==> config.mk <==
export PLATFORM = sky130hd
export DESIGN_NAME = hazard_ctrl
export DESIGN_NICKNAME = d
export VERILOG_FILES = /design/src/rtl/pipe_ctrl_pkg.sv /design/src/rtl/load_use_detect.sv /design/src/rtl/hazard_ctrl.sv
export SDC_FILE = /design/constraint.sdc
export NUM_CORES = 1
export LEC_CHECK = 0
export CELL_PAD_IN_SITES_DETAIL_PLACEMENT = 1
export CELL_PAD_IN_SITES_GLOBAL_PLACEMENT = 1
export CORE_MARGIN = 2
export CORE_UTILIZATION = 30
export DETAILED_ROUTE_END_ITERATION = 8
export HOLD_SLACK_MARGIN = 0.12
export PLACE_DENSITY = 0.69
export SYNTH_ARGS = -nofsm -noshare
export SYNTH_HDL_FRONTEND = slang
export SYNTH_HIERARCHICAL = 1
export SYNTH_SLANG_ARGS = --single-unit
==> constraint.sdc <==
create_clock -name clk -period 3.4 [get_ports clk]
set_input_delay 0.34 -clock clk [delete_from_list [all_inputs] [get_ports clk]]
set_output_delay 0.34 -clock clk [all_outputs]
set_load 0.01 [all_outputs]
==> src/rtl/pipe_ctrl_pkg.sv <==
// Shared types and constants for the pipeline hazard controller.
package pipe_ctrl_pkg;

  localparam int unsigned REG_IDX_W = 5;
  localparam logic [REG_IDX_W-1:0] REG_X0 = '0;

  typedef enum logic [1:0] {
    RUN      = 2'd0,
    MEM_WAIT = 2'd1,
    TIMEOUT  = 2'd2
  } hz_state_e;

endpackage

==> src/rtl/load_use_detect.sv <==
// Combinational detection of a load in EX feeding a source register read in ID.
module load_use_detect
  import pipe_ctrl_pkg::*;
(
  input  logic [REG_IDX_W-1:0] id_rs1,
  input  logic [REG_IDX_W-1:0] id_rs2,
  input  logic                 id_uses_rs1,
  input  logic                 id_uses_rs2,
  input  logic [REG_IDX_W-1:0] ex_rd,
  input  logic                 ex_mem_read,
  output logic                 load_use
);

  logic hit_rs1, hit_rs2;

  assign hit_rs1  = id_uses_rs1 & (id_rs1 == ex_rd);
  assign hit_rs2  = id_uses_rs2 & (id_rs2 == ex_rd);
  // x0 is hardwired to zero, so a load targeting it never creates a dependency
  assign load_use = ex_mem_read & (ex_rd != REG_X0) & (hit_rs1 | hit_rs2);

endmodule

==> src/rtl/hazard_ctrl.sv <==
// Pipeline hazard controller: memory-wait stalls with timeout, branch flushes,
// load-use bubbles and a saturating stall-cycle counter.
module hazard_ctrl
  import pipe_ctrl_pkg::*;
#(
  parameter int unsigned MAX_WAIT = 15,
  parameter int unsigned CNT_W    = 32
) (
  input  logic                 clk,
  input  logic                 rst,
  input  logic [REG_IDX_W-1:0] id_rs1,
  input  logic [REG_IDX_W-1:0] id_rs2,
  input  logic                 id_uses_rs1,
  input  logic                 id_uses_rs2,
  input  logic [REG_IDX_W-1:0] ex_rd,
  input  logic                 ex_mem_read,
  input  logic                 ex_branch_taken,
  input  logic                 mem_req,
  input  logic                 dmem_ready,
  output logic                 pc_en,
  output logic                 if_id_en,
  output logic                 id_ex_en,
  output logic                 ex_mem_en,
  output logic                 mem_wb_en,
  output logic                 if_id_flush,
  output logic                 id_ex_flush,
  output logic                 mem_wb_bubble,
  output logic                 mem_timeout,
  output logic [CNT_W-1:0]     stall_cnt
);

  localparam logic [7:0] MaxWaitC = 8'(MAX_WAIT);

  hz_state_e        state_q;
  logic [7:0]       wait_cnt_q;
  logic [CNT_W-1:0] stall_cnt_q;
  logic             mem_timeout_q;
  logic             mem_stall;
  logic             load_use;

  assign mem_stall = mem_req & ~dmem_ready;

  load_use_detect u_load_use_detect (
    .id_rs1      (id_rs1),
    .id_rs2      (id_rs2),
    .id_uses_rs1 (id_uses_rs1),
    .id_uses_rs2 (id_uses_rs2),
    .ex_rd       (ex_rd),
    .ex_mem_read (ex_mem_read),
    .load_use    (load_use)
  );

  always_comb begin
    pc_en         = 1'b1;
    if_id_en      = 1'b1;
    id_ex_en      = 1'b1;
    ex_mem_en     = 1'b1;
    mem_wb_en     = 1'b1;
    if_id_flush   = 1'b0;
    id_ex_flush   = 1'b0;
    mem_wb_bubble = 1'b0;
    if (rst || state_q == TIMEOUT) begin
      pc_en         = 1'b0;
      if_id_en      = 1'b0;
      id_ex_en      = 1'b0;
      ex_mem_en     = 1'b0;
      mem_wb_en     = 1'b0;
      mem_wb_bubble = 1'b1;
    end else if (mem_stall) begin
      // MEM_WB keeps loading, but with a bubble, so the stalled op is not written back twice
      pc_en         = 1'b0;
      if_id_en      = 1'b0;
      id_ex_en      = 1'b0;
      ex_mem_en     = 1'b0;
      mem_wb_bubble = 1'b1;
    end else if (ex_branch_taken) begin
      if_id_flush = 1'b1;
      id_ex_flush = 1'b1;
    end else if (load_use) begin
      pc_en       = 1'b0;
      if_id_en    = 1'b0;
      id_ex_flush = 1'b1;
    end
  end

  always_ff @(posedge clk) begin
    if (rst) begin
      state_q       <= RUN;
      wait_cnt_q    <= '0;
      stall_cnt_q   <= '0;
      mem_timeout_q <= 1'b0;
    end else begin
      if (!pc_en && stall_cnt_q != '1) begin
        stall_cnt_q <= stall_cnt_q + CNT_W'(1);
      end
      unique case (state_q)
        RUN: begin
          if (mem_stall) begin
            wait_cnt_q <= 8'd1;
            if (MaxWaitC == 8'd1) begin
              state_q       <= TIMEOUT;
              mem_timeout_q <= 1'b1;
            end else begin
              state_q <= MEM_WAIT;
            end
          end
        end
        MEM_WAIT: begin
          // a dropped mem_req leaves mem_stall low, so it releases like dmem_ready
          if (mem_stall) begin
            wait_cnt_q <= wait_cnt_q + 8'd1;
            if (wait_cnt_q + 8'd1 == MaxWaitC) begin
              state_q       <= TIMEOUT;
              mem_timeout_q <= 1'b1;
            end
          end else begin
            state_q    <= RUN;
            wait_cnt_q <= '0;
          end
        end
        TIMEOUT: ;
        default: state_q <= RUN;
      endcase
    end
  end

  assign mem_timeout = mem_timeout_q;
  assign stall_cnt   = stall_cnt_q;

endmodule
* After elaboration in Yosys (flattened, before gate mapping) *
Index checks and enable logic that the tools add are counted.

operators by class
  $add $sub $neg = 2
  muxes and demuxes = 23
  bitwise gates (word level) = 8
  reductions and logical operators = 9
  equality and inequality tests = 8

operators by type and width
  kind                                                                    count
  32-bit by 1-bit adder with 32-bit output (second input constant)        1
  32-bit != test (second input constant)                                  1
  1-bit two-way mux                                                       16
  8-bit two-way mux                                                       2
  8-bit one-hot mux with 2 select lines                                   1
  5-bit equality test                                                     2
  8-bit by 1-bit adder with 8-bit output (second input constant)          1
  8-bit by 4-bit equality test with 1-bit output (second input constant)  1
  2-bit two-way mux                                                       3
  2-bit one-hot mux with 3 select lines                                   1
  3-bit AND reduction                                                     2
  1-bit bitwise AND                                                       5
  5-bit nonzero test                                                      1
  3-bit != test (second input constant)                                   1
  2-bit by 1-bit equality test with 1-bit output (second input constant)  1
  2-bit equality test (second input constant)                             1
  2-bit zero test                                                         1
  2-bit != test (second input constant)                                   1
  1-bit NOT                                                               2
  2-bit AND reduction                                                     1
  2-bit nonzero test                                                      1
  1-bit logical AND                                                       1
  1-bit zero test                                                         1
  1-bit logical OR                                                        1
  1-bit OR                                                                1

storage, ports and cells
  logic and storage cells = 54
  flip-flop bits (word level) = 43
  input port bits = 23

* Depth between registers and ports, before layout *
Gate-level depths: netlist of the first run.

  word-level depth = 10
  gate-level depth with buffers = 11
  mapped depth without buffers = 9

* Cells and area by module *
The synthesis of the first run kept the hierarchy.

modules (own cells, without submodules)
  module           area each (um^2)  cells each  instances
  hazard_ctrl      2290.9            271         1
  load_use_detect  133.9             17          1

* Worst setup path before layout of the first run *
OpenSTA, ideal clock, no wires.

  kind = input-to-output
  start point = input ex_rd[1]
  end point = output pc_en
  required time = 3060 ps
  path slack = 1052 ps
  cell stages on the path = 9
  path buffers = 3
  arrival = 2008 ps
  path through = or4_1 > o21ai_1 > a21oi_1 > nand2b_1 > nand4bb_1 > buf_2 > inv_1 > clkbuf_1 > buf_4

between the ends
  word-level cells in the longest chain between the ends = 8
  elaborated cells between the ends (all ways) = 12
  classes of those cells = 2 x eq/ne; 4 x mux; 5 x bitwise; 1 x reduce/logical

RTL lines
  what                                           RTL line                                      source
  from (decl)                                    hazard_ctrl.sv:15                             input logic [REG_IDX_W-1:0] ex_rd,
  5-bit equality test, on equally long branches  load_use_detect.sv:16, load_use_detect.sv:17
  1-bit bitwise AND, on equally long branches    load_use_detect.sv:16, load_use_detect.sv:17
  1-bit OR                                       load_use_detect.sv:19                         assign load_use = ex_mem_read & (ex_rd != REG_X0) & (hit_rs1 | hit_rs2);
  1-bit bitwise AND *                            load_use_detect.sv:19
  via load_use                                   hazard_ctrl.sv:39                             logic load_use;
  1-bit two-way mux * (4 in series)              -
  to (decl)                                      hazard_ctrl.sv:20                             output logic pc_en,

Mark *: on every way through the listed nets, which the timed path passes. The rest lies on a longest branch.

* Final worst setup path of the first run *
  start point = input ex_rd[1]
  end point = output pc_en

between the ends
  word-level cells in the longest chain between the ends = 8
  elaborated cells between the ends (all ways) = 12
  classes of those cells = 2 x eq/ne; 4 x mux; 5 x bitwise; 1 x reduce/logical

RTL lines
  what                                           RTL line                                      source
  5-bit equality test, on equally long branches  load_use_detect.sv:16, load_use_detect.sv:17
  1-bit bitwise AND, on equally long branches    load_use_detect.sv:16, load_use_detect.sv:17
  1-bit OR                                       load_use_detect.sv:19
  1-bit bitwise AND *                            load_use_detect.sv:19
  via load_use                                   hazard_ctrl.sv:39
  1-bit two-way mux *                            hazard_ctrl.sv:79                             end else if (load_use) begin
  1-bit two-way mux *                            hazard_ctrl.sv:76                             end else if (ex_branch_taken) begin
  1-bit two-way mux *                            hazard_ctrl.sv:69                             end else if (mem_stall) begin
  1-bit two-way mux *                            hazard_ctrl.sv:62                             if (rst || state_q == TIMEOUT) begin

Marks and branches as above.

==> impl_metrics.csv, run 1 <==
group,metric,value,unit
clocking,clock_sinks,43,
placed_design,portBuffers,63,
drt,wl_per_cell,14.7,um
critical_path,worstPathCellList,"clkdlybuf4s50_1 > or4_1 > o21ai_1 > a21oi_1 > nand2b_1 > nand4bb_1 > inv_1 > clkdlybuf4s50_1",
floorplanning,rows,32,
placed_design,hpwl,5.02,mm
timing,hold_viol_final,0,
clocking,path_clk_slew,80,ps
clocking,root_buffer,"clkbuf_8",
grt,grt_pass1_wl,11.2,mm
critical_path,cp-start-kind,"primary input",
hold_path,hold_path_class,"flip-flop to flip-flop",
drt,dr_total_vias,2416,
critical_path,end_kind,"primary output",
floorplanning,fp.coreArea,7770,um^2
critical_path,cp.arrival,2620,ps
synth,async_reset_ff_share,0,%
clocking,post-cts-setup-buffer-count,0,
final_layout,layout_common_cells,"clkdlybuf4s50_1, dfxtp_1, a21oi_1",
placed_design,placed_area,3150,um^2
synth,synth_fp_nets,314,
critical_path,critPathBufInv,3,
timing,maxSlewHeadroom,62.3,%
critical_path,critPathCapture,"pc_en",
critical_path,r2r_start,"stall_cnt[0]$_SDFFE_PP0P_",
drt,wl,6.65,mm
power,vdd_drop_max,0.163,mV
clocking,h-tree-depth,2,
power,p_leak,0.00107,uW
job,cap_viol_max_count,0,
clocking,clockBufferDepth,2,
critical_path,path_delay_family,"buffers and inverters",
clocking,cts_tree,"built",
synth,synth_ff_type,"dfxtp_1",
critical_path,critPathKind,"primary input to primary output",
critical_path,r2r-end,"stall_cnt[8]$_SDFFE_PP0P_",
timing,finalCritPeriodShare,87.0,%
critical_path,r2r_slack,1030,ps
drt,vias_per_cell,5.35,
final_layout,area_growth,33.6,%
drt,antenna_left,0,
synth,synth.distinct_cells,49,
clocking,ctsHoldBuffers,0,
synth,yosys.area.top_type_share,35.5,%
critical_path,crit_top_cell,"clkdlybuf4s50_1",
synth,yosysTopAreaCell,"dfxtp_1",
critical_path,startpoint,"ex_rd[1]",
grt,antenna_found_initial,0,
timing,post-route-min-period,2960,ps
clocking,cts_made_buffers,5,
floorplanning,die_width,93.9,um
synth,synthCells,288,
drt,drc_errors,0,
critical_path,reg2reg_depth,7,
final_layout,fillers,948,
final_layout,final_common_cell,"clkdlybuf4s50_1",
timing,finClkSkew,6.45,ps
synth,ys_seq_area_share,35.5,%
synth,ys_seq_elements,43,
grt,grt-ovfl-total,0,
timing,rsz0062_at_grt,"no",
floorplanning,ios,64,
clocking,clk_latency,290,ps
final_layout,layout-drive-gt1-share,7.71,%
timing,setup_violations,0,
floorplanning,die-area,8820,um^2
grt,first_global_vias,2466,
synth,synth.avg_cell_area,8.42,um^2
synth,ys_warn_count,6,
timing,slew_viol_final,0,
final_layout,stdcell_count,452,
placed_design,dp_cells,445,
floorplanning,die_h,93.9,um
clocking,cts_resized,0,
critical_path,crit_fanout,9,
critical_path,critPathMaxStageDelay,590,ps
critical_path,cp_slowest_cell,"clkdlybuf4s50_1",
timing,fmax,338,MHz
critical_path,cp.depth,8,
timing,fin_tns_setup,0,ps
final_layout,final_area,3240,um^2
floorplanning,initial_core_util,31.2,%
run_status,status,"complete, no violations",
grt,grtUsageTotal,15.7,%
power,power_density,295,nW/um^2
final_layout,antenna_cells,0,
drt,drtPass1Iterations,4,
final_layout,final_nets,376,
synth,synthTopCellsByArea,"dfxtp_1, a21oi_1, or3_1",
drt,drtIter0Drc,70,
critical_path,worstPathRequired,3060,ps
placed_design,place_congestion,0.713,
synth,synth-edff-count,0,
synth,synth_area,2420,um^2
grt,grt_max_degree,48,
timing,tightest_slew,560,ps
[kinds of logic after synthesis]
logic type	count (synthesis)	synth area share, %
mux	6	2.73
xor+xnor	15	5.42
simple gates	131	32.8
flops	43	35.5
fa+ha+maj	3	1.55
buf+inv	19	3.61
compound gates	71	18.4
[layer usage]
metal	routed length, um	GRT usage, %	up-vias
met2	3200	27.2	58
li1	-	-	1181
met4	78	5.43	0
met3	377	4.01	6
met1	2990	18.8	1171
met5	0	0	-
[worst reg2reg max path, delay by kind of cell, from the launching register on]
family          cells  cell delay, ps
flops               1             420
fa+ha+maj           1             200
simple gates        4            1280
compound gates      1              60
buf+inv             1             280
[sequential cells by signal, summed over array words and instances (netlist names)]
signal       count
mem_timeout      1
stall_cnt       32
state_q          2
wait_cnt_q       8
[where the power goes]
| part | internal [uW] | switching [uW] |
|---|---|---|
| Sequential | 507 | 5.30 |
| Clock | 160 | 179 |
| Combinational | 55.1 | 48.7 |
[through the flow]
stage / utilization, % / hold slack (ps) / power (uW) / worst slack [ps]
global route: 41.7 / 510 / 998 / 264
CTS: 41.7 / 494 / 971 / 419
global placement: 40.6 / 451 / 627 / 443
floorplan: - / 453 / 570 / 1050
finish: 41.7 / 484 / 955 / 441
detailed placement: 40.6 / 474 / 630 / 371
[area by class of cell]
cell class / count / area, um^2 / share of cell area [%]
Clock inverter: 1 / 5.00 / 0.154
Multi-Input combinational cell: 226 / 1480 / 45.6
Inverter: 7 / 26.3 / 0.811
Clock buffer: 6 / 82.6 / 2.55
Sequential cell: 43 / 861 / 26.6
Tap cell: 102 / 128 / 3.94
Timing Repair Buffer: 67 / 661 / 20.4
[worst min-delay path by stage]
stage	start	end	slack [ps]	depth (start not counted)
after floorplan	wait_cnt_q[7]$_SDFFE_PP0P_	wait_cnt_q[7]$_SDFFE_PP0P_	450	2
after global placement	mem_timeout$_SDFFE_PP0P_	mem_timeout$_SDFFE_PP0P_	450	2
after detailed placement	mem_timeout$_SDFFE_PP0P_	mem_timeout$_SDFFE_PP0P_	470	2
after CTS	mem_timeout$_SDFFE_PP0P_	mem_timeout$_SDFFE_PP0P_	490	2
after global routing	mem_timeout$_SDFFE_PP0P_	mem_timeout$_SDFFE_PP0P_	510	2
final	mem_timeout$_SDFFE_PP0P_	mem_timeout$_SDFFE_PP0P_	480	2
[cell usage after synthesis, types with 4 or more instances]
cell type  number
nand3_1        14
nor2_1         22
and3_1          6
inv_1           7
and2_1          5
buf_4           4
o31ai_1        10
dfxtp_1        43
nand3b_1        4
nor4_1          4
clkbuf_1        7
nand2_1        21
or3_1          16
a21oi_1        32
nor2b_1         7
mux2_2          5
xor2_1         10
o21ai_0        17
or4_1          11
xnor2_1         5
No activity file was read; power rests on OpenSTA's default activity.
==> run 2, diff against run 1 <==
--- a/config.mk
+++ b/config.mk
@@ -8,10 +8,11 @@
 export CELL_PAD_IN_SITES_DETAIL_PLACEMENT = 1
 export CELL_PAD_IN_SITES_GLOBAL_PLACEMENT = 1
 export CORE_MARGIN = 2
-export CORE_UTILIZATION = 30
+export CORE_UTILIZATION = 38
 export DETAILED_ROUTE_END_ITERATION = 8
 export HOLD_SLACK_MARGIN = 0.12
-export PLACE_DENSITY = 0.69
+export PLACE_DENSITY = 0.84
+export SLEW_MARGIN = 20
 export SYNTH_ARGS = -nofsm -noshare
 export SYNTH_HDL_FRONTEND = slang
 export SYNTH_HIERARCHICAL = 1
==> constraint.sdc (replaced) <==
create_clock -name clk -period 3.4 [get_ports clk]
set_input_delay 0.68 -clock clk [delete_from_list [all_inputs] [get_ports clk]]
set_output_delay 0.68 -clock clk [all_outputs]
set_load 0.01 [all_outputs]
==> run 2 against run 1 <==
Total power shrank 3.1%. Design area grew 0.31%. Highest routed layer unchanged. Register-to-register slack lost 50 ps. Utilization grew 10 points. Worst setup slack lost 270 ps. Sequential share of layout area shrank 0.082 points. Sequential power is essentially flat.
==> impl_metrics.csv, run 2 (synthesis results as in run 1) <==
group,metric,value,unit
run_status,status,"complete, no violations",
power,power_density,285,nW/um^2
clocking,cts_tree,"built",
final_layout,largest_register_ffs,32,
clocking,path_clk_slew,70,ps
drt,drc_errors,0,
timing,finClkSkew,7.95,ps
grt,antenna_found_initial,0,
placed_design,placed_area,3150,um^2
hold_path,whs_path_depth,2,
timing,maxSlewHeadroom,53.8,%
timing,post-route-min-period,3230,ps
power,clkPwrFrac,32.7,%
final_layout,final_nets,381,
drt,wl_per_cell,15.8,um
critical_path,reg2reg_depth,7,
power,p_int,702,uW
final_layout,fillers,745,
floorplanning,die_width,83.9,um
floorplanning,rows,29,
timing,slew_viol_final,0,
critical_path,critPathKind,"primary input to primary output",
power,combPwrFrac,11.8,%
clocking,clock_sinks,43,
final_layout,fin_util,51.8,%
power,vdd_drop_max,0.172,mV
placed_design,portBuffers,63,
timing,tightest_slew,689,ps
timing,finalCritPeriodShare,94.9,%
critical_path,critPathMaxStageDelay,500,ps
floorplanning,initial_core_util,38.6,%
grt,grt_max_degree,44,
floorplanning,fp.coreArea,6280,um^2
grt,grt_pass1_wl,11.4,mm
clocking,root_buffer,"clkbuf_8",
placed_design,place_congestion,0.752,
power,p_leak,0.00113,uW
final_layout,stdcell_count,431,
final_layout,layout-drive-gt1-share,9.32,%
final_layout,area_growth,34.0,%
placed_design,dp_cells,424,
critical_path,cp-start-kind,"primary input",
final_layout,layout_common_cells,"clkdlybuf4s50_1, dfxtp_1, a21oi_1",
clocking,ctsHoldBuffers,0,
critical_path,worstPathRequired,2720,ps
grt,grt-ovfl-total,0,
power,p_sw_share,24.1,%
final_layout,antenna_cells,0,
timing,hold_viol_final,0,
drt,drtPass1Iterations,4,
critical_path,cp_slowest_cell,"or4_1",
power,netSwitchingPower,223,uW
floorplanning,ios,64,
final_layout,final_common_cell,"clkdlybuf4s50_1",
placed_design,hpwl,5.05,mm
job,cap_viol_max_count,0,
drt,wl,6.81,mm
grt,grtUsageTotal,19.4,%
power,p_seq_share,55.4,%
hold_path,hold_path_class,"flip-flop to flip-flop",
clocking,cts_made_buffers,5,
grt,first_global_vias,2436,
timing,setup_violations,0,
timing,fmax,310,MHz
timing,rsz0062_at_grt,"no",
critical_path,cp.arrival,2550,ps
drt,drtIter0Drc,94,
floorplanning,die_h,83.9,um
clocking,clk_latency,300,ps
final_layout,final_area,3250,um^2
critical_path,end_kind,"primary output",
critical_path,crit_fanout,2,
clocking,h-tree-depth,2,
clocking,clockBufferDepth,2,
critical_path,worstPathCellList,"clkdlybuf4s50_1 > or4_1 > o21ai_1 > a21oi_2 > nand2b_1 > nand4bb_1 > inv_2 > buf_4 > clkdlybuf4s15_1",
drt,vias_per_cell,5.65,
drt,dr_total_vias,2434,
floorplanning,die-area,7040,um^2
drt,antenna_left,0,
run 2: path summary, 6_finish.rpt:
| path | from | endpoint | slack, ps |
|---|---|---|---|
| setup reg to reg | stall_cnt[0]$_SDFFE_PP0P_ | stall_cnt[15]$_SDFFE_PP0P_ | 980 |
| hold reg to reg | mem_timeout$_SDFFE_PP0P_ | mem_timeout$_SDFFE_PP0P_ | 480 |
| setup / recovery | ex_rd[4] | if_id_en | 170 |
| hold / removal | mem_timeout$_SDFFE_PP0P_ | mem_timeout$_SDFFE_PP0P_ | 480 |
run 2: critical path, delay by kind of cell:
kind	cells	cell delay [ps]
buffers and inverters	4	870
AND/OR/NAND/NOR	3	740
AO/OA/AOI/OAI	2	260
run 2: repair_timing:
| item | in CTS | in global routing |
|---|---|---|
| endpoints found under the setup margin | 2 | 3 |
| pin swaps | 0 | 5 |
| buffers inserted | 1 | 0 |
| gates resized for setup | 3 | 7 |
| hold endpoints to repair | 0 | 0 |
run 2: power by group through the flow:
| stage | clock network (uW) | registers (uW) | logic [uW] |
|---|---|---|---|
| after floorplan | 0 | 525 | 45.6 |
| after global routing | 334 | 513 | 118 |
| after detailed placement | 0 | 525 | 108 |
| after global placement | 0 | 524 | 105 |
| final | 303 | 513 | 110 |
| after CTS | 318 | 513 | 109 |
run 2: per-stage QoR:
step / hold slack [ps] / setup TNS, ps / setup WS, ps / total power, uW
after floorplan: 453 / 0 / 372 / 570
after global placement: 453 / -147 / -75.6 / 629
after detailed placement: 463 / -297 / -148 / 633
after CTS: 482 / 0 / 8.65 / 940
after global routing: 522 / 0 / 6.51 / 966
final: 481 / 0 / 175 / 925
run 2: layout make-up:
type                    instances  area [um^2]  share of cell area, %
flip-flops and latches         43          861                   26.5
clock buffers                   6         72.6                   2.23
inverters                       7         26.3                  0.809
multi-input cells             226         1490                   45.7
repair buffers                 72          707                   21.8
well taps                      77         96.3                   2.96
run 2: per-layer routing:
metal / up-vias / global-route usage [%] / routed length [um]
li1: 1196 / - / -
met1: 1170 / 23.0 / 3010
met2: 63 / 35.0 / 3370
met3: 5 / 5.04 / 359
met4: 0 / 4.40 / 72
met5: - / 0 / 0
==> run 3, diff against run 2 <==
--- a/config.mk
+++ b/config.mk
@@ -5,13 +5,14 @@
 export SDC_FILE = /design/constraint.sdc
 export NUM_CORES = 1
 export LEC_CHECK = 0
-export CELL_PAD_IN_SITES_DETAIL_PLACEMENT = 1
-export CELL_PAD_IN_SITES_GLOBAL_PLACEMENT = 1
+export CELL_PAD_IN_SITES_DETAIL_PLACEMENT = 2
+export CELL_PAD_IN_SITES_GLOBAL_PLACEMENT = 2
 export CORE_MARGIN = 2
-export CORE_UTILIZATION = 38
+export CORE_UTILIZATION = 30
 export DETAILED_ROUTE_END_ITERATION = 8
 export HOLD_SLACK_MARGIN = 0.12
 export PLACE_DENSITY = 0.84
+export RECOVER_POWER = 25
 export SLEW_MARGIN = 20
 export SYNTH_ARGS = -nofsm -noshare
 export SYNTH_HDL_FRONTEND = slang
==> run 3 against run 2 <==
Final cell count is 6.0% higher. Non-clock buffer count shrank 1. Die area up 25%. Clock skew grew 11 ps. Clock power grew 7.3%. Utilization decreased by 9.7 points. Flip-flop and latch count did not move. Total power is 2.2% higher. Worst setup slack better by 17 ps. Design area increased by 0.58%. Critical path depth is 1 lower. Highest routed layer unchanged.
==> impl_metrics.csv, run 3 (synthesis results as in run 1) <==
group,metric,value,unit
final_layout,layout_common_cells,"dfxtp_1, clkdlybuf4s50_1, a21oi_1",
timing,slew_viol_final,0,
drt,drtIter0Drc,42,
floorplanning,die_h,93.9,um
timing,finClkSkew,18.8,ps
placed_design,dp_cells,448,
final_layout,seqCellArea,861,um^2
critical_path,cp.arrival,2530,ps
final_layout,area_growth,34.8,%
clocking,ctsHoldBuffers,0,
power,vdd_drop_max,0.129,mV
final_layout,fillers,882,
clocking,root_buffer,"clkbuf_8",
clocking,clk_latency,300,ps
grt,met1_usage,20.4,%
drt,antenna_left,0,
final_layout,stdcell_count,457,
timing,maxSlewHeadroom,36.2,%
placed_design,portBuffers,63,
floorplanning,fp.coreArea,7770,um^2
placed_design,place_congestion,0.713,
final_layout,final_nets,380,
grt,grtUsageTotal,17.8,%
drt,drc_errors,0,
timing,fmax,312,MHz
timing,tightest_slew,956,ps
hold_path,hold_path_class,"flip-flop to flip-flop",
critical_path,end_kind,"primary output",
timing,finalCritPeriodShare,94.4,%
clocking,clockBufferDepth,2,
job,cap_viol_max_count,0,
timing,hold_viol_final,0,
critical_path,cp-start-kind,"primary input",
final_layout,fin_util,42.1,%
clocking,cts_tree,"built",
clocking,path_clk_slew,70,ps
floorplanning,rows,32,
grt,antenna_found_initial,0,
final_layout,layout-drive-gt1-share,9.58,%
grt,use_met2,33.2,%
power,p_leak,0.00117,uW
timing,post-route-min-period,3210,ps
floorplanning,die-area,8820,um^2
clocking,h-tree-depth,2,
grt,busiest_layer,"met2",
drt,drtPass1Iterations,4,
timing,fin_hold_ws,471,ps
grt,grt_pass1_wl,12.6,mm
critical_path,worstPathRequired,2720,ps
floorplanning,die_width,93.9,um
drt,wl,7.58,mm
final_layout,multi_input_area,1490,um^2
floorplanning,initial_core_util,31.2,%
final_layout,largest_register_ffs,32,
final_layout,antenna_cells,0,
run_status,status,"complete, no violations",
floorplanning,ios,64,
grt,grt_max_degree,48,
final_layout,final_common_cell,"dfxtp_1",
drt,wl_per_cell,16.6,um
grt,first_global_vias,2667,
critical_path,critPathKind,"primary input to primary output",
clocking,cts_made_buffers,5,
critical_path,crit_fanout,2,
clocking,clock_sinks,43,
placed_design,hpwl,5.70,mm
drt,vias_per_cell,5.44,
timing,setup_violations,0,
timing,rsz0062_at_grt,"no",
grt,grt-ovfl-total,0,
grt,use_met3,3.77,%
drt,dr_total_vias,2486,
power,power_density,289,nW/um^2
[run 3: changes by cell type in the layout (fill, tap and decap cells not counted)]
cell and change:
buf_4 -2, clkbuf_1 +1, clkbuf_2 +2, clkdlybuf4s15_1 -1, clkdlybuf4s50_1 -17, clkinv_2 +1, dlygate4sd2_1 +1, dlygate4sd3_1 +18
dlymetal6s2s_1 -2
[run 3: worst max-delay path: stages]
cell             delay [ps]
clkdlybuf4s50_1         430
or4_1                   530
o21ai_1                 190
a21oi_2                  50
nand2b_1                 70
nand4bb_1               210
inv_2                   110
dlygate4sd2_1           260
[run 3: layer usage]
metal,share of wire (%),vias up
met2,51,63
met5,0,-
met4,0.82,0
met3,4.5,4
met1,43,1225
li1,-,1194
[run 3: area by class of cell]
type / instances / share of cell area [%]
repair buffers: 71 / 21.0
clock buffers: 7 / 2.34
inverters: 7 / 0.804
clock inverters: 1 / 0.153
flip-flops and latches: 43 / 26.3
multi-input cells: 226 / 45.5
well taps: 102 / 3.91
[run 3: final timing paths]
| kind | startpoint | end | slack (ps) | depth (start not counted) |
|---|---|---|---|---|
| max | ex_rd[4] | pc_en | 190 | 8 |
| min | mem_timeout$_SDFFE_PP0P_ | mem_timeout$_SDFFE_PP0P_ | 470 | 2 |
| max reg2reg | stall_cnt[0]$_SDFFE_PP0P_ | stall_cnt[4]$_SDFFE_PP0P_ | 860 | 7 |
| min reg2reg | mem_timeout$_SDFFE_PP0P_ | mem_timeout$_SDFFE_PP0P_ | 470 | 2 |
[run 3: per-stage QoR]
step           power (uW)  worst slack (ps)  TNS (ps)  area [um^2]
2_1_floorplan         570               372         0         2420
6_report              945               192         0         3270
4_1_cts               962             -29.8     -29.8         3270
5_1_grt               988              57.5         0         3270
3_5_place_dp          635              -214      -888         3170
3_3_place_gp          630              -141      -281         3170
[run 3: power breakdown]
part | total (uW) | switching (uW) | leakage [uW] | internal (uW)
sequential | 513 | 5.75 | 0.000347 | 507
clock | 325 | 180 | 0.0000422 | 145
combinational | 107 | 51.8 | 0.000784 | 55.7
total | 945 | 237 | 0.00117 | 708
[run 3: repair_timing]
item	in CTS	in global routing
setup endpoints to repair	3	2
setup buffers	1	0
pin swaps	0	5
resized for setup	6	4
